### config.mk
export PLATFORM = sky130hd
export DESIGN_NAME = retry_end_limited
export DESIGN_NICKNAME = d
export VERILOG_FILES = /design/src/rtl/retry_end_limited.sv
export SDC_FILE = /design/constraint.sdc
export NUM_CORES = 1
export LEC_CHECK = 0
export CAP_MARGIN = 40
export CORE_AREA = 2 2 39 41
export CTS_CLUSTER_SIZE = 20
export DETAILED_ROUTE_END_ITERATION = 6
export DIE_AREA = 0 0 41 43
export PLACE_DENSITY = 0.7
export SYNTH_ARGS = -nofsm -noshare
export SYNTH_HDL_FRONTEND = slang
export SYNTH_SLANG_ARGS = --single-unit
### constraint.sdc
create_clock -name clk_i -period 1.3 [get_ports clk_i]
set_input_delay 0.26 -clock clk_i [delete_from_list [all_inputs] [get_ports clk_i]]
set_output_delay 0.26 -clock clk_i [all_outputs]
set_load 0.03 [all_outputs]
### src/rtl/retry_end_limited.sv
// ---------------------------------------------------------------------------
// retry_end_limited
//
// Downstream end of a retry loop. It sits after the protected (pipelined)
// process and receives results tagged with an ID and a needs-retry flag.
//   - Good results, and failed results whose ID has used up its retry
//     budget, are forwarded downstream with zero latency. Exhausted
//     failures are marked with error_o.
//   - Other failed results have their ID captured in a one-entry holding
//     register. That register feeds the retry start stage one cycle later.
// A per-slot attempt counter bounds the number of retries per ID. The slot
// is the ID without its parity MSB.
//
// Optional feature (macro RETRY_END_STATS_EN):
//   When defined, this adds saturating statistics counters retry_count_o and
//   drop_count_o. When undefined, those ports and counters do not exist.
//
// Ports:
//   clk_i          clock
//   rst_ni         synchronous reset, active low
//   data_i         result from the process
//   id_i           ID travelling with the result (MSB is parity)
//   needs_retry_i  result is faulty, retry requested
//   valid_i        upstream valid
//   ready_o        upstream ready
//   data_o         result to the consumer
//   error_o        forwarded result is faulty (retries exhausted)
//   valid_o        downstream valid
//   ready_i        downstream ready
//   retry_id_o     ID to re-issue, to the retry start stage
//   retry_valid_o  retry request valid
//   retry_ready_i  retry start stage accepts the ID
//   retry_count_o  total retries issued            (RETRY_END_STATS_EN)
//   drop_count_o   total forced forwards with error (RETRY_END_STATS_EN)
// ---------------------------------------------------------------------------
module retry_end_limited #(
  parameter type DataType   = logic,
  parameter int  IDSize     = 2,
  parameter int  MaxRetries = 3,
  parameter int  StatWidth  = 16
) (
  input  logic              clk_i,
  input  logic              rst_ni,
  input  DataType           data_i,
  input  logic [IDSize-1:0] id_i,
  input  logic              needs_retry_i,
  input  logic              valid_i,
  output logic              ready_o,
  output DataType           data_o,
  output logic              error_o,
  output logic              valid_o,
  input  logic              ready_i,
  output logic [IDSize-1:0] retry_id_o,
  output logic              retry_valid_o,
  input  logic              retry_ready_i
`ifdef RETRY_END_STATS_EN
  ,
  output logic [StatWidth-1:0] retry_count_o,
  output logic [StatWidth-1:0] drop_count_o
`endif
);

  localparam int NumSlots = 2 ** (IDSize - 1);
  localparam int SlotW    = IDSize - 1;
  // With MaxRetries = 0 the counter never leaves zero, but it still needs
  // one bit to exist.
  localparam int AttW     = (MaxRetries > 0) ? $clog2(MaxRetries + 1) : 1;
  localparam logic [AttW-1:0] AttMax = AttW'(MaxRetries);

  logic [SlotW-1:0]         slot;
  logic [NumSlots*AttW-1:0] attempts_flat;
  logic [AttW-1:0]          cur_attempts;
  logic                     exhausted;
  logic                     forward_path;
  logic                     fwd_hs;
  logic                     retry_hs;
  logic                     drain;

  logic [IDSize-1:0]        hold_id_reg;
  logic                     hold_valid_reg;

  assign slot         = id_i[IDSize-2:0];
  assign cur_attempts = attempts_flat[slot*AttW +: AttW];
  assign exhausted    = (cur_attempts == AttMax);
  assign forward_path = !needs_retry_i || exhausted;

  // The upstream ready comes only from the chosen path. On the retry path,
  // the holding register can take a new ID when it is empty or when it is
  // draining in this same cycle.
  always_comb begin
    ready_o = 1'b0;
    if (rst_ni) begin
      if (forward_path) ready_o = ready_i;
      else              ready_o = !hold_valid_reg || retry_ready_i;
    end
  end

  assign valid_o       = rst_ni && valid_i && forward_path;
  assign error_o       = valid_o && needs_retry_i;
  assign data_o        = data_i;
  assign retry_valid_o = rst_ni && hold_valid_reg;
  assign retry_id_o    = hold_id_reg;

  assign fwd_hs   = valid_i && ready_o && forward_path;
  assign retry_hs = valid_i && ready_o && !forward_path;
  assign drain    = hold_valid_reg && retry_ready_i;

  // One attempt counter per slot. Only the slot addressed by the current
  // handshake moves. A retry handshake implies !exhausted, so the increment
  // cannot pass MaxRetries.
  genvar gi;
  generate
    for (gi = 0; gi < NumSlots; gi++) begin : g_slot
      logic [AttW-1:0] attempts_reg;
      logic            hit;

      assign hit = (slot == SlotW'(gi));

      always_ff @(posedge clk_i) begin
        if (!rst_ni) begin
          attempts_reg <= '0;
        end else if (fwd_hs && hit) begin
          attempts_reg <= '0;
        end else if (retry_hs && hit) begin
          attempts_reg <= attempts_reg + AttW'(1);
        end
      end

      assign attempts_flat[gi*AttW +: AttW] = attempts_reg;
    end
  endgenerate

  // Retry holding register. When a fill and a drain happen in the same
  // cycle, the new ID replaces the old one and valid stays high, so there
  // is no bubble.
  always_ff @(posedge clk_i) begin
    if (!rst_ni) begin
      hold_id_reg    <= '0;
      hold_valid_reg <= 1'b0;
    end else if (retry_hs) begin
      hold_id_reg    <= id_i;
      hold_valid_reg <= 1'b1;
    end else if (drain) begin
      hold_valid_reg <= 1'b0;
    end
  end

`ifdef RETRY_END_STATS_EN
  logic [StatWidth-1:0] retry_count_reg;
  logic [StatWidth-1:0] drop_count_reg;

  // Both counters saturate at all-ones instead of wrapping.
  always_ff @(posedge clk_i) begin
    if (!rst_ni) begin
      retry_count_reg <= '0;
      drop_count_reg  <= '0;
    end else begin
      if (retry_hs && (retry_count_reg != '1))
        retry_count_reg <= retry_count_reg + StatWidth'(1);
      if (fwd_hs && needs_retry_i && (drop_count_reg != '1))
        drop_count_reg <= drop_count_reg + StatWidth'(1);
    end
  end

  assign retry_count_o = retry_count_reg;
  assign drop_count_o  = drop_count_reg;
`endif

endmodule
==> results of run 1 <==
==> metal layers <==
metal / vias up / part of all wire (%)
li1: 244 / -
met1: 239 / 39
met2: 14 / 52
met3: 5 / 5.6
met4: 0 / 3.0
met5: - / 0
==> stage by stage <==
stage / TNS [ns] / setup slack [ns] / area [um2] / cells
global route: -1.63 / -0.370 / 781 / 97
CTS: -0.997 / -0.307 / 732 / 95
global placement: -4.32 / -0.555 / 651 / 88
floorplan: -0.0919 / -0.0685 / 429 / 48
detailed placement: -4.49 / -0.578 / 651 / 88
finish: -1.24 / -0.298 / 781 / 97
==> what timing repair did <==
action / 4_1_cts / 5_1_grt
gates resized for setup: 14 / 9
endpoints found under the setup margin: 12 / 7
hold buffers: 0 / 0
buffers inserted: 3 / 2
pin swaps: 6 / 2
==> layout make-up <==
cell class,count,area (um2),area share [%]
clock buffer,4,26.3,3.37
sequential,7,145,18.6
tap,16,20.0,2.56
timing repair buffer,32,279,35.7
inverter,2,7.51,0.962
multi-input combinational,36,303,38.8
==> report_power, final <==
group          internal, uW  switching (uW)
sequential              221            3.85
combinational          82.9            75.5
clock                   118            93.9
total                   421             173
==> worst max path at each step <==
stage                                    from  cells after the start  slack (ns)      end
detailed placement                    id_i[0]                      6       -0.58  error_o
global placement                      id_i[0]                      6       -0.55  error_o
finish              g_slot[0].attempts_reg[1]                      5       -0.30  error_o
CTS                 g_slot[0].attempts_reg[1]                      5       -0.31  error_o
floorplan           g_slot[0].attempts_reg[0]                      4       -0.07  error_o
global route        g_slot[0].attempts_reg[1]                      6       -0.37  ready_o
==> kinds of logic after synthesis <==
| group | after synthesis |
|---|---|
| AOI/OAI and AO/OA | 15 |
| DFF | 7 |
| and+or+nand+nor | 21 |
| buffers and inverters | 5 |
==> placed cells by master, fill, tap and decap left out <==
cell type,synthesis,routed
o21ai_1,0,1
a41oi_2,0,1
dfxtp_1,7,3
dlygate4sd2_1,0,5
clkbuf_1,0,1
nor2_4,0,1
o211ai_4,1,1
buf_6,1,6
and3_4,0,1
nor3_4,0,1
o31ai_1,3,1
and2_4,0,1
nand2b_4,0,1
and4_2,1,1
buf_4,1,17
nand2_2,0,1
and3_1,1,1
inv_1,2,2
nor2_1,4,2
nand4_1,1,1
nand2_1,4,3
a21oi_2,0,1
clkbuf_4,0,3
nor2_2,0,1
or3_2,1,1
nand3_1,2,2
clkdlybuf4s50_1,0,4
a31oi_1,1,1
o31ai_2,0,1
or4_1,1,1
dfxtp_2,0,4
nand3_4,1,1
and2_1,2,1
o21ai_0,3,2
o31ai_4,0,1
a21oi_1,5,4
o211a_1,1,1
==> worst min-delay path, stage by stage, from the launching register on <==
cell and delay [ns]:
dfxtp_1 0.30, o21ai_1 0.07, a21oi_1 0.06
==> results_dict.tcl, run 1 <==
set metrics [dict create \
    status "finished, violations left" \
    violations "setup timing" \
    cpMaxStageDelayCell "dfxtp_2" \
    syn_inst 48 \
    ir_worst_vdd_mv 0.508 \
    io_buffers 13 \
    min_to "retry_id_o[1]" \
    grt_pass1_vias 442 \
    netlist_top_cells_area "dfxtp_1, a21oi_1, o31ai_1" \
    die_area_um2 1760 \
    synth_top_family_by_area "simple AND/OR/NAND/NOR gates" \
    ios 16 \
    synth_most_common_cell "dfxtp_1" \
    synthAdderAreaFrac_pct 0 \
    drive_gt1_share_pct 55.6 \
    area_delta_synth_final_pct 92.0 \
    place_congestion 0.736 \
    fin_skew_ns 0.00310 \
    clk_latency_ns 0.27 \
    grt_use_total_pct 15.5 \
    async_reset_ff_share_pct 0 \
    dieWidth_um 41 \
    crit_fanout 4 \
    arrival_ns 1.34 \
    synth-edff-count 0 \
    grt_max_degree 9 \
    n_antenna_cell 0 \
    nets 91 \
    min_from "retry_id_o[1]" \
    drv_cap 0 \
    crit_required_ns 1.04 \
    hold_ws_ns 0.476 \
    synthMuxAreaShare_pct 0 \
    synthXorXnorAreaFrac_pct 0 \
    synth.largest_area_cell "dfxtp_1" \
    grt_antenna_before_repair 0 \
    synthSimpleGateAreaFrac_pct 31.1 \
    crit_family "simple AND/OR/NAND/NOR gates" \
    yosysSeqAreaShare_pct 34.5 \
    die_h_um 43 \
    drtIter0Drc 10 \
    hold_viol 0 \
    reg2reg_from "g_slot[1].attempts_reg[0]" \
    drv_slew 0 \
    worstMarginPinSlew_ns 0.292 \
    grt_setup_unrepaired "yes" \
    synth-compound-area-share_pct 26.8 \
    synth_area_um2 407 \
    numCtsBuffers 3 \
    cts_num_sinks 7 \
    coreArea_um2 1380 \
    largest_reg_flops 4 \
    yosysUniqueCellTypes 25 \
    firstDrtPassIters 4 \
    yosys-top-cells-count "dfxtp_1, a21oi_1, nand2_1, nor2_1" \
    cts_max_level 1 \
    max_freq_mhz 626 \
    post-route-min-period_ns 1.60 \
    path_buf_inv 1 \
    synth_nets 57 \
    start_kind "flip-flop" \
    gr-max-usage-layer "met2" \
    cp_slowest_stage_delay_ns 0.33 \
    post_drt_via_cell_ratio 5.18 \
    r2r_cells 7 \
    synth-main-ff-cell "dfxtp_1" \
    p_per_area_nw_per_um2 762 \
    period_share_pct 123 \
    num_vias 502 \
    setup_slack_ns -0.298 \
    synth_seq_cells 7 \
    cts_tree "built" \
    met3_usage_pct 5.24 \
    p_total_uw 595 \
    clk_path_buf_depth 2 \
    r2r_slack_ns -0.27 \
    yosysTopAreaCellShare_pct 34.5 \
    cts-root-buf "clkbuf_4" \
    min_path_type "flip-flop to flip-flop" \
    rows 14 \
    wire_per_inst_um 12.8 \
    slew_headroom_pct 80.3 \
    yosys_warnings 0 \
    min_delay_path_depth 2 \
    rr_endpoint "g_slot[1].attempts_reg[0]" \
    path_clk_slew_ns 0.05 \
    drc 0 \
    hpwl_um 791 \
    crit_type "flip-flop to output port" \
    end_kind "output port" \
    finalSetupViolations 5 \
    wl_mm 1.24 \
    initial_core_util_pct 29.4 \
    met2_usage_pct 21.9 \
    fill_cells 128 \
    post-route-util_pct 56.4 \
    drtAntennaViolNets 0 \
    cp_cell_sequence "nand2_2 > o211ai_4 > and3_4 > and2_4 > buf_6" \
    p_leak_uw 0.000329 \
    gr-usage-met1_pct 19.0 \
    avgSynthCellArea_um2 8.47 \
    grt_first_pass_wirelength_mm 1.81 \
    overflow 0 \
]
No activity file was read; power rests on OpenSTA's default activity.
==> run 2, diff against run 1 <==
--- a/config.mk
+++ b/config.mk
@@ -10,6 +10,7 @@
 export CTS_CLUSTER_SIZE = 20
 export DETAILED_ROUTE_END_ITERATION = 6
 export DIE_AREA = 0 0 41 43
+export HOLD_SLACK_MARGIN = 0.06
 export PLACE_DENSITY = 0.7
 export SYNTH_ARGS = -nofsm -noshare
 export SYNTH_HDL_FRONTEND = slang
==> results of run 2 <==
The final DEF is identical to that of run 1; final timing and power are the same.
==> run 3, diff against run 2 <==
--- a/config.mk
+++ b/config.mk
@@ -12,6 +12,8 @@
 export DIE_AREA = 0 0 41 43
 export HOLD_SLACK_MARGIN = 0.06
 export PLACE_DENSITY = 0.7
+export SKIP_CTS_REPAIR_TIMING = 1
+export SKIP_LAST_GASP = 1
 export SYNTH_ARGS = -nofsm -noshare
 export SYNTH_HDL_FRONTEND = slang
 export SYNTH_SLANG_ARGS = --single-unit
==> run 3 against run 2 <==
  * The run still ends with setup timing left
  * Count of clock-buffer cells in the layout is the same
  * Wire length fell by 12%
  * Fmax decreased by 0.52%
  * Critical path type unchanged
  * Critical endpoint unchanged
  * Largest cell class unchanged
==> results_dict.tcl, run 3 (synthesis gave the netlist of run 1 again) <==
set metrics [dict create \
    path_buf_inv 1 \
    fin_skew_ns 0.00289 \
    grt_first_pass_wirelength_mm 1.55 \
    overflow 0 \
    drtAntennaViolNets 0 \
    n_antenna_cell 0 \
    p_leak_uw 0.000371 \
    place_ws_ns -0.578 \
    fin_area_um2 767 \
    r2r_slack_ns -0.06 \
    place_congestion 0.736 \
    die_h_um 43 \
    start_kind "flip-flop" \
    p_per_area_nw_per_um2 750 \
    worstMarginPinSlew_ns 0.319 \
    multiInputGateArea_um2 308 \
    drv_cap 0 \
    slew_headroom_pct 78.7 \
    grt_max_degree 9 \
    drc 0 \
    ir_worst_vdd_mv 0.519 \
    status "finished, violations left" \
    crit_family "simple AND/OR/NAND/NOR gates" \
    grt_use_total_pct 13.6 \
    crit_type "flip-flop to output port" \
    post-route-min-period_ns 1.61 \
    grt_setup_unrepaired "yes" \
    final_common_cell "buf_4" \
    path_clk_slew_ns 0.05 \
    min_path_type "flip-flop to flip-flop" \
    nets 88 \
    wire_per_inst_um 11.7 \
    fill_cells 129 \
    crit_fanout 4 \
    die_area_um2 1760 \
    cp_cell_sequence "nand2_4 > o211ai_4 > and3_4 > and2_4 > buf_6" \
    post_drt_via_cell_ratio 5.09 \
    dieWidth_um 41 \
    violations "setup timing" \
    coreArea_um2 1380 \
    clk_path_buf_depth 2 \
    max_freq_mhz 622 \
    setup_slack_ns -0.307 \
    wl_mm 1.10 \
    firstDrtPassIters 3 \
    hold_viol 0 \
    io_buffers 13 \
    grt_antenna_before_repair 0 \
    arrival_ns 1.35 \
    drive_gt1_share_pct 53.8 \
    drtIter0Drc 7 \
    numCtsBuffers 3 \
    rows 14 \
    cpMaxStageDelayCell "dfxtp_2" \
    cts_tree "built" \
    hold_ws_ns 0.470 \
    cp_slowest_stage_delay_ns 0.35 \
    placed_cells 88 \
    p_total_uw 575 \
    cts_num_sinks 7 \
    finalSetupViolations 5 \
    cts_max_level 1 \
    placed_cell_area_um2 651 \
    clk_latency_ns 0.26 \
    cts-root-buf "clkbuf_4" \
    area_delta_synth_final_pct 88.6 \
    grt_pass1_vias 386 \
    register_area_um2 145 \
    num_vias 478 \
    drv_slew 0 \
    ios 16 \
    crit_required_ns 1.04 \
    hpwl_um 791 \
    largest_reg_flops 4 \
    instances_no_fill 94 \
    initial_core_util_pct 29.4 \
    end_kind "output port" \
    layout_common_cells "buf_4, dlymetal6s2s_1, a21oi_1, dfxtp_2, clkdlybuf4s50_1" \
    period_share_pct 124 \
]
[run 3: cell types whose count changed in the layout (fill, tap and decap cells not counted), sizes merged]
| cell | before | now |
|---|---|---|
| buf | 23 | 20 |
| dlymetal6s2s | 0 | 5 |
| dlygate4sd2 | 5 | 0 |
[run 3: tightest hold or removal path, stage by stage, from the launching register on]
cell and delay [ns]:
dfxtp_1 0.30, o21ai_0 0.06, a21oi_1 0.06
[run 3: routing by layer]
metal | share of wire (%) | up-vias | GRT usage, %
li1 | - | 240 | -
met1 | 42 | 221 | 17.4
met2 | 49 | 12 | 17.5
met3 | 5.6 | 5 | 5.24
met4 | 3.4 | 0 | 10.0
met5 | 0 | - | 0
[run 3: path summary, 6_finish.rpt]
| check | to | start | cells after the start |
|---|---|---|---|
| worst max-delay path | error_o | g_slot[0].attempts_reg[0] | 5 |
| worst min-delay path | retry_id_o[1] | retry_id_o[1] | 2 |
| worst max register to register | g_slot[0].attempts_reg[0] | g_slot[1].attempts_reg[0] | 5 |
| worst min register to register | retry_id_o[1] | retry_id_o[1] | 2 |
[run 3: metrics by stage]
stage | TNS (ns) | utilization, %
4_1_cts | -3.17 | 48.9
3_5_place_dp | -4.49 | 47.0
3_3_place_gp | -4.32 | 47.0
5_1_grt | -1.20 | 55.4
2_1_floorplan | -0.0919 | -
6_report | -0.933 | 55.4
[run 3: layout make-up]
class	count	share of cell area, %
Clock buffer	4	3.43
Multi-Input combinational cell	36	40.1
Inverter	2	0.979
Timing Repair Buffer	29	33.9
Sequential cell	7	18.9
Tap cell	16	2.61
[run 3: power by group]
| group | total (uW) | internal (uW) | switching [uW] | leakage (uW) |
|---|---|---|---|---|
| Combinational | 147 | 77.0 | 69.5 | 0.000298 |
| Sequential | 225 | 221 | 4.24 | 0.0000587 |
| Clock | 204 | 117 | 86.0 | 0.0000150 |
